## src/rtl/mult_pkg.sv

```systemverilog
// Shared constants and controller strobe bundle for the shift-add multiplier.
package mult_pkg;

  localparam int unsigned MULT_WIDTH = 32;
  localparam int unsigned CNT_W      = $clog2(MULT_WIDTH + 1);

  typedef struct packed {
    logic lm;
    logic lp;
    logic sm;
    logic count;
  } mult_ctrl_t;

endpackage

```

## src/rtl/mult_if.sv

```systemverilog
// Controller <-> datapath bundle: strobes and operands in, product and done back.
interface mult_if
  import mult_pkg::*;
#(
  parameter int unsigned WIDTH = MULT_WIDTH
);

  mult_ctrl_t             ctrl;
  logic [WIDTH-1:0]       a;
  logic [WIDTH-1:0]       b;
  logic [2*WIDTH-1:0]     product;
  logic                   done;

  modport master (output ctrl, output a, output b, input product, input done);
  modport slave  (input ctrl, input a, input b, output product, output done);

endinterface

```

## src/rtl/mult_iter_counter.sv

```systemverilog
// Saturating iteration counter and registered done flag for mult_datapath.
module mult_iter_counter
  import mult_pkg::*;
#(
  parameter int unsigned WIDTH = MULT_WIDTH
) (
  input  logic clk,
  input  logic rst,
  input  logic load,
  input  logic count,
  input  logic early_done,
  output logic done
);

  localparam int unsigned CW = $clog2(WIDTH + 1);

  logic [CW-1:0] iter;

  // Load restarts the count; once done is set, strobes are ignored until reload.
  always_ff @(posedge clk or posedge rst) begin
    if (rst) begin
      iter <= '0;
      done <= 1'b0;
    end else if (load) begin
      iter <= '0;
      done <= early_done;
    end else if (!done) begin
      if (count && (iter != CW'(WIDTH)))
        iter <= iter + CW'(1);
      if ((count && (iter == CW'(WIDTH - 1))) || early_done)
        done <= 1'b1;
    end
  end

endmodule

```

## src/rtl/mult_datapath.sv

```systemverilog
// Shift-add multiplier datapath driven by an external controller.
// Define MULT_EARLY_DONE_EN to finish as soon as the multiplier runs out of set bits.
module mult_datapath
  import mult_pkg::*;
#(
  parameter int unsigned WIDTH = MULT_WIDTH
) (
  input logic   clk,
  input logic   rst,
  mult_if.slave bus
);

  localparam int unsigned PW = 2 * WIDTH;

  mult_ctrl_t       ctrl;
  logic [PW-1:0]    mcand;
  logic [PW-1:0]    product;
  logic [WIDTH-1:0] mplier;
  logic             done;
  logic             load_c;
  logic             step_c;
  logic             early_c;

  assign ctrl   = bus.ctrl;
  // lm together with lp is an accumulate cycle, never a load.
  assign load_c = ctrl.lm && !ctrl.lp;
  assign step_c = !load_c && !done;

`ifdef MULT_EARLY_DONE_EN
  assign early_c = load_c ? (bus.b == '0)
                          : (step_c && ctrl.sm && (mplier[WIDTH-1:1] == '0));
`else
  assign early_c = 1'b0;
`endif

  // Accumulate sees pre-shift operands; both commit on the same edge.
  always_ff @(posedge clk or posedge rst) begin
    if (rst) begin
      mcand   <= '0;
      mplier  <= '0;
      product <= '0;
    end else if (load_c) begin
      mcand   <= PW'(bus.a);
      mplier  <= bus.b;
      product <= '0;
    end else if (step_c) begin
      if (ctrl.lp && mplier[0])
        product <= product + mcand;
      if (ctrl.sm) begin
        mcand  <= mcand << 1;
        mplier <= mplier >> 1;
      end
    end
  end

  mult_iter_counter #(.WIDTH(WIDTH)) u_iter (
    .clk        (clk),
    .rst        (rst),
    .load       (load_c),
    .count      (ctrl.count),
    .early_done (early_c),
    .done       (done)
  );

  assign bus.product = product;
  assign bus.done    = done;

endmodule

```

## src/flat_wrapper.sv

```systemverilog
// flat-port wrapper written by rule: the top's interface ports become plain ports
module mult_datapath_flat import mult_pkg::*;
#(
  parameter int unsigned WIDTH = MULT_WIDTH
)
  (clk, rst, bus_ctrl, bus_a, bus_b, bus_product, bus_done);
  mult_if #(.WIDTH(WIDTH)) bus_i ();
  input logic clk;
  input logic rst;
  input wire logic [$bits(bus_i.ctrl)-1:0] bus_ctrl;
  input wire logic [$bits(bus_i.a)-1:0] bus_a;
  input wire logic [$bits(bus_i.b)-1:0] bus_b;
  output wire logic [$bits(bus_i.product)-1:0] bus_product;
  output wire logic [$bits(bus_i.done)-1:0] bus_done;
  assign bus_i.ctrl = bus_ctrl;
  assign bus_i.a = bus_a;
  assign bus_i.b = bus_b;
  assign bus_product = bus_i.product;
  assign bus_done = bus_i.done;
  mult_datapath #(.WIDTH(WIDTH)) u_core (.clk(clk), .rst(rst), .bus(bus_i));
endmodule
```

## config.mk

```make
export PLATFORM = sky130hd
export DESIGN_NAME = mult_datapath_flat
export DESIGN_NICKNAME = d
export VERILOG_FILES = /design/src/rtl/mult_pkg.sv /design/src/rtl/mult_if.sv /design/src/rtl/mult_iter_counter.sv /design/src/rtl/mult_datapath.sv /design/src/flat_wrapper.sv
export SDC_FILE = /design/constraint.sdc
export NUM_CORES = 1
export LEC_CHECK = 0
export CORE_ASPECT_RATIO = 1.4
export CORE_MARGIN = 2
export CORE_UTILIZATION = 51
export DETAILED_ROUTE_END_ITERATION = 6
export PLACE_DENSITY = 0.77
export SLEW_MARGIN = 5
export SYNTH_ARGS = -nofsm -noshare
export SYNTH_HDL_FRONTEND = slang
export SYNTH_SLANG_ARGS = --single-unit
```

## constraint.sdc

```tcl
create_clock -name clk -period 4.9 [get_ports clk]
set_input_delay 0.735 -clock clk [delete_from_list [all_inputs] [get_ports clk]]
set_output_delay 0.735 -clock clk [all_outputs]
set_load 0.01 [all_outputs]
```

=== Word level (Yosys, flattened, before mapping) ===
Index checks and enable logic that the tools add are counted.

* Flip-flop bits (word level): 167
* Bits in latches: 0
* RAM bits: 0
* Memory bits (read-only): 0
* Input port bits: 70
* Output and inout port bits: 65
* Word-level logic and storage cells: 40
* Memories kept: 0

* Add/subtract/negate cells: 2
* Multiply operators: 0
* Divide/modulo/power cells: 0
* Magnitude comparators: 0
* Eq/ne operators: 3
* Shifts and indexed selects: 0
* Multiplexer cells: 15
* Bitwise operators: 0
* Reduce and logical (&&, ||, !) cells: 15

{| class="wikitable"
|+ Operators with widths
! kind !! count
|-
| 64-bit two-way mux || 6
|-
| 32-bit two-way mux || 3
|-
| 64-bit adder || 1
|-
| 6-bit two-way mux || 3
|-
| 2-bit nonzero test || 4
|-
| 6-bit by 1-bit adder with 6-bit output (second input constant) || 1
|-
| 6-bit by 5-bit == test with 1-bit output (second input constant) || 1
|-
| 6-bit inequality test (second input constant) || 1
|-
| 2-bit AND reduction || 3
|-
| 1-bit logical AND || 5
|-
| 1-bit logical NOT || 3
|-
| 1-bit two-way mux || 3
|-
| 2-bit by 1-bit inequality test with 1-bit output (second input constant) || 1
|}

=== Longest topological paths before layout ===
* Depth after elaboration: 6
* Gate-level depth with buffers: 14
* Depth with buffers taken out: 14

=== Modules after synthesis ===
From an unflattened synthesis, not the netlist that was laid out.

* Cell total of the unflattened synthesis: 1343
* Area, all modules: 10931.7 µm²

{| class="wikitable"
|+ By module, submodules not included
! module !! times used !! cells each !! area an instance (µm²) !! sequential area each (µm²)
|-
| mult_datapath || 1 || 1297 || 10497.6 || 4003.8
|-
| mult_iter_counter || 1 || 46 || 434.2 || 175.2
|}

=== Least setup slack after synthesis ===
Ideal clock, no wire load.

* Path type: flip-flop to flip-flop
* Start point: register u_core.product[0], in the netlist u_core.bus.product[0]
* End point: register u_core.product[62], in the netlist u_core.bus.product[62]
* Setup time: 0.132 ns
* Arrival: 3.014 ns
* Data required time: 4.768 ns
* Setup slack: 1.754 ns
* Stages on the path, launching flop included: 15
* Buffers on the path: 0
* Clock period less this slack: 3.146 ns
* Cell sequence: dfrtp_1 -> ha_1 -> inv_1 -> fa_1 -> nor2b_1 -> o31a_2 -> o21ai_2 -> o31a_1 -> o211ai_2 -> a31oi_2 -> o41ai_4 -> and4_1 -> a31oi_1 -> xor2_1 -> o21ai_1

* Cells in the longest elaborated chain, start to end: 4

{| class="wikitable"
|+ Ends and longest elaborated chain
! what !! line !! source
|-
| start, declared || mult_datapath.sv:17 || <nowiki>logic [PW-1:0] product;</nowiki>
|-
| start signal, assigned || mult_datapath.sv:48 || <nowiki>product <= product + mcand;</nowiki>
|-
| 64-bit adder || mult_datapath.sv:48 ||
|-
| 64-bit two-way mux || mult_datapath.sv:47 || <nowiki>if (ctrl.lp && mplier[0])</nowiki>
|-
| 64-bit two-way mux || mult_datapath.sv:46 || <nowiki>end else if (step_c) begin</nowiki>
|-
| 64-bit two-way mux || mult_datapath.sv:42 || <nowiki>end else if (load_c) begin</nowiki>
|}

Every way passes these cells. The select of a mux whose other input is x is not followed.
A chain may end at the register's enable or synchronous reset.

=== Worst setup path in the final report ===
* Start point: register u_core.product[14], in the netlist u_core.bus.product[14]
* End point: register u_core.product[63], in the netlist u_core.bus.product[63]

Same word-level chain as after synthesis.

==> qor.tcl <==
set qor(run_status) {finished, final reports clean}
set qor(min-delay-path-class) {reg -> reg}
set qor(drt-total-wl_um) 28500
set qor(post-route-drc-count) 0
set qor(grt_setup_unrepaired) {false}
set qor(drt_iter0_markers) 834
set qor(multi_input_area_mm2) 0.00586
set qor(worstPathMaxFanout) 7
set qor(max_frequency_ghz) 0.281
set qor(cts-root-buf) {clkbuf_16}
set qor(gpl.final_weighted_congestion) 0.977
set qor(period_share_pct) 72.6
set qor(skew_ns) 0.00928
set qor(clock_tree_from_tritoncts) {yes}
set qor(rows) 61
set qor(avgRoutedWirePerCell_um) 17.4
set qor(postCtsSetupRepairBufs) 0
set qor(final_period_minus_worst_setup_slack_ns) 3.56
set qor(dieWidth_um) 125
set qor(portion_of_total_power_attributed_to_sequential_cells_pct) 33.3
set qor(report.final.hold_viol_count) 0
set qor(cts.sink_count) 167
set qor(ys_async_sr_fraction_pct) 100
set qor(peakVddDrop_v) 0.000290
set qor(finalHoldWorstSlack_ns) 0.508
set qor(synth_edf_count) 0
set qor(switching_power_w) 0.00209
set qor(cts.repair.resized) 0
set qor(slew_violations) 0
set qor(pin_count) 135
set qor(worstPathCellList) {ha_1, a21oi_1, o21ai_0, a31oi_1, a21boi_1, nor4_1, nor2_1, o2bb2ai_1, a211oi_2, o21ai_0, a21oi_1, mux2i_1}
set qor(post_synth.cell_area_avg_um2) 8.06
set qor(chipHeight_um) 173
set qor(p_sw_share_pct) 39.0
set qor(cts.path.max_buffers) 2
set qor(timing.slew.headroom_pct) 30.8
set qor(worst_case_setup_slack_after_placement_ns) 1.47
set qor(crit_path_top_delay_cell) {nor4_1}
set qor(p_int_w) 0.00326
set qor(clock_latency_late_sink_ns) 0.45
set qor(worst-setup-path-type) {reg -> reg}
set qor(clock_power_share_pct) 25.9
set qor(num_vias) 9735
set qor(leakage_nw) 5.51
set qor(max_cap_violations) 0
set qor(power_per_cell_area_mw_per_mm2) 428
set qor(summed_negative_setup_slack_over_all_endpoints_ns) 0
set qor(final_cell_mix) {270 x nand2_1, 167 x dfrtp_1, 134 x clkdlybuf4s50_1}
set qor(synth-seq-cells) 167
set qor(required_ns) 5.26
set qor(worst_setup_slack_after_layout_ns) 1.34
set qor(crit_buf_inv) 0
set qor(worst_path_dominant_cell_family) {compound AO/OA/AOI/OAI gates}
set qor(arrival_time_of_data_at_the_critical_path_endpoint_ns) 3.92
set qor(number_of_antenna_violations_at_the_first_check_in_global_routing) 0
set qor(design.final.nets) 1512
set qor(detailedRoute.firstPassIterationCount) 5
set qor(tritoncts.num_buffers) 17
set qor(p_comb_share_pct) 40.8
set qor(setup_viol_count_final) 0
set qor(core-area_mm2) 0.0200
set qor(detailed_place_hpwl_um) 20100
set qor(synth_cell_type_count) 61
set qor(initial_standard_cell_utilization_of_the_core_pct) 52.2
set qor(max_stage_delay_ns) 0.62
set qor(synth_sequential_area_ratio_pct) 40.1
set qor(diodes) 0
set qor(grt_start_max_net_pins) 168
set qor(total_power_w) 0.00535
set qor(port_buffers) 134
set qor(synth.net_count) 1431
set qor(first_global_vias) 9640
set qor(synth_flop_cell) {dfrtp_1}
set qor(timing.critical_path.to_type) {register}
set qor(detail-route-antenna-nets) 0
set qor(ys_warn_count) 0
set qor(hold_buffers) 0
set qor(grt_pass1_wl_um) 47600
set qor(synthToLayoutAreaGrowth_pct) 19.8
set qor(floorplan.die_area_mm2) 0.0216
set qor(globalRouteTotalUtil_pct) 26.6
set qor(crit_path_start_kind) {register}
set qor(htreeDepth) 4
set qor(post_route_cells_drive_above_1_share_pct) 3.96
set qor(fillCellCount) 1718
set qor(post_synth_instance_area_mm2) 0.0104
set qor(drt-vias-per-instance) 5.93
set qor(cts.clk_slew.worst_paths_ns) 0.07
set qor(final_common_cell) {nand2_1}
set qor(postSynthCellCount) 1295
set qor(grt.overflow.total) 0
set qor(sequential_cell_area_mm2) 0.00418
set qor(timing_worst_slew_pin_value_ns) 1.04
[area by class of cell]
cell class / instances / area share, %
multi-input combinational: 1018 / 46.8
sequential: 167 / 33.4
timing repair buffer: 142 / 11.4
clock buffer: 17 / 3.40
tap: 252 / 2.52
clock inverter: 15 / 1.47
inverter: 30 / 0.931
[metal layers]
metal	wire [um]	part of all wire (%)	up-vias	global-route usage [%]
li1	-	-	4687	-
met1	11900	42	4679	32.7
met2	14500	51	299	47.0
met3	1200	4.2	70	3.33
met4	1030	3.6	0	11.0
met5	0	0	-	0
[cells in the mapped netlist, drive strengths merged (2+ instances only)]
library cell / count / share of area, %
a211oi: 3 / 0.26
a21o: 25 / 1.8
a21oi: 111 / 5.3
a221o: 2 / 0.19
a221oi: 3 / 0.25
a22o: 2 / 0.17
a311oi: 3 / 0.25
a31o: 2 / 0.17
a31oi: 78 / 4.7
and2: 5 / 0.30
and3: 7 / 0.42
buf: 14 / 0.58
clkbuf: 66 / 2.4
dfrtp: 167 / 40
ha: 65 / 7.8
inv: 30 / 1.1
mux2i: 2 / 0.19
nand2: 270 / 9.7
nand2b: 7 / 0.42
nand3: 60 / 2.9
nand4: 15 / 0.90
nor2: 115 / 4.1
nor2b: 7 / 0.42
nor3: 12 / 0.58
nor4: 5 / 0.30
o211ai: 4 / 0.34
o21a: 8 / 0.58
o21ai: 101 / 4.9
o21bai: 15 / 1.1
o31a: 3 / 0.26
o31ai: 2 / 0.14
o41ai: 2 / 0.35
or2: 3 / 0.18
or3: 3 / 0.18
xnor2: 31 / 2.6
xor2: 32 / 2.7
[per-stage QoR]
stage | instance area (um^2) | util [%] | cells
final | 12500 | 62.5 | 1641
after global routing | 12500 | 62.5 | 1641
after CTS | 12500 | 62.5 | 1641
after detailed placement | 11900 | 59.5 | 1609
after global placement | 11900 | 59.5 | 1609
after floorplan | 10400 | - | 1295
[worst paths after layout]
| kind | startpoint | cells past startpoint | endpoint | slack (ns) |
|---|---|---|---|---|
| worst max-delay path | u_core.bus.product[14] | 12 | u_core.bus.product[63] | 1.34 |
| worst min-delay path | u_core.bus.product[63] | 1 | u_core.bus.product[63] | 0.51 |
| worst max register to register | u_core.bus.product[14] | 12 | u_core.bus.product[63] | 1.34 |
| worst min register to register | u_core.bus.product[63] | 1 | u_core.bus.product[63] | 0.51 |
| max in group asynchronous | rst | 3 | u_core.bus.product[12] | 3.29 |
| min in group asynchronous | rst | 3 | u_core.mcand[25] | 0.87 |
[state kept, by name (all words and copies together), names as in the netlist]
name,count
u_core.bus.product,64
u_core.mcand,64
u_core.mplier,32
u_core.u_iter.done,1
u_core.u_iter.iter,6
[cell families after synthesis]
kind of cell             share of synthesized area, %
adder cells (fa/ha/maj)                          7.99
buffers and inverters                            4.03
AO/OA/AOI/OAI                                    21.7
multiplexers                                    0.192
AND/OR/NAND/NOR                                  20.8
XOR/XNOR                                         5.29
flip-flops                                       40.1
[power by group through the flow]
stage | Sequential (W) | Clock [W] | Combinational (W)
floorplan | 0.00183 | 0 | 0.00140
global placement | 0.00179 | 0 | 0.00212
detailed placement | 0.00181 | 0 | 0.00215
CTS | 0.00178 | 0.00140 | 0.00216
global route | 0.00182 | 0.00146 | 0.00241
finish | 0.00178 | 0.00139 | 0.00218
No activity file was read; power rests on OpenSTA's default activity.
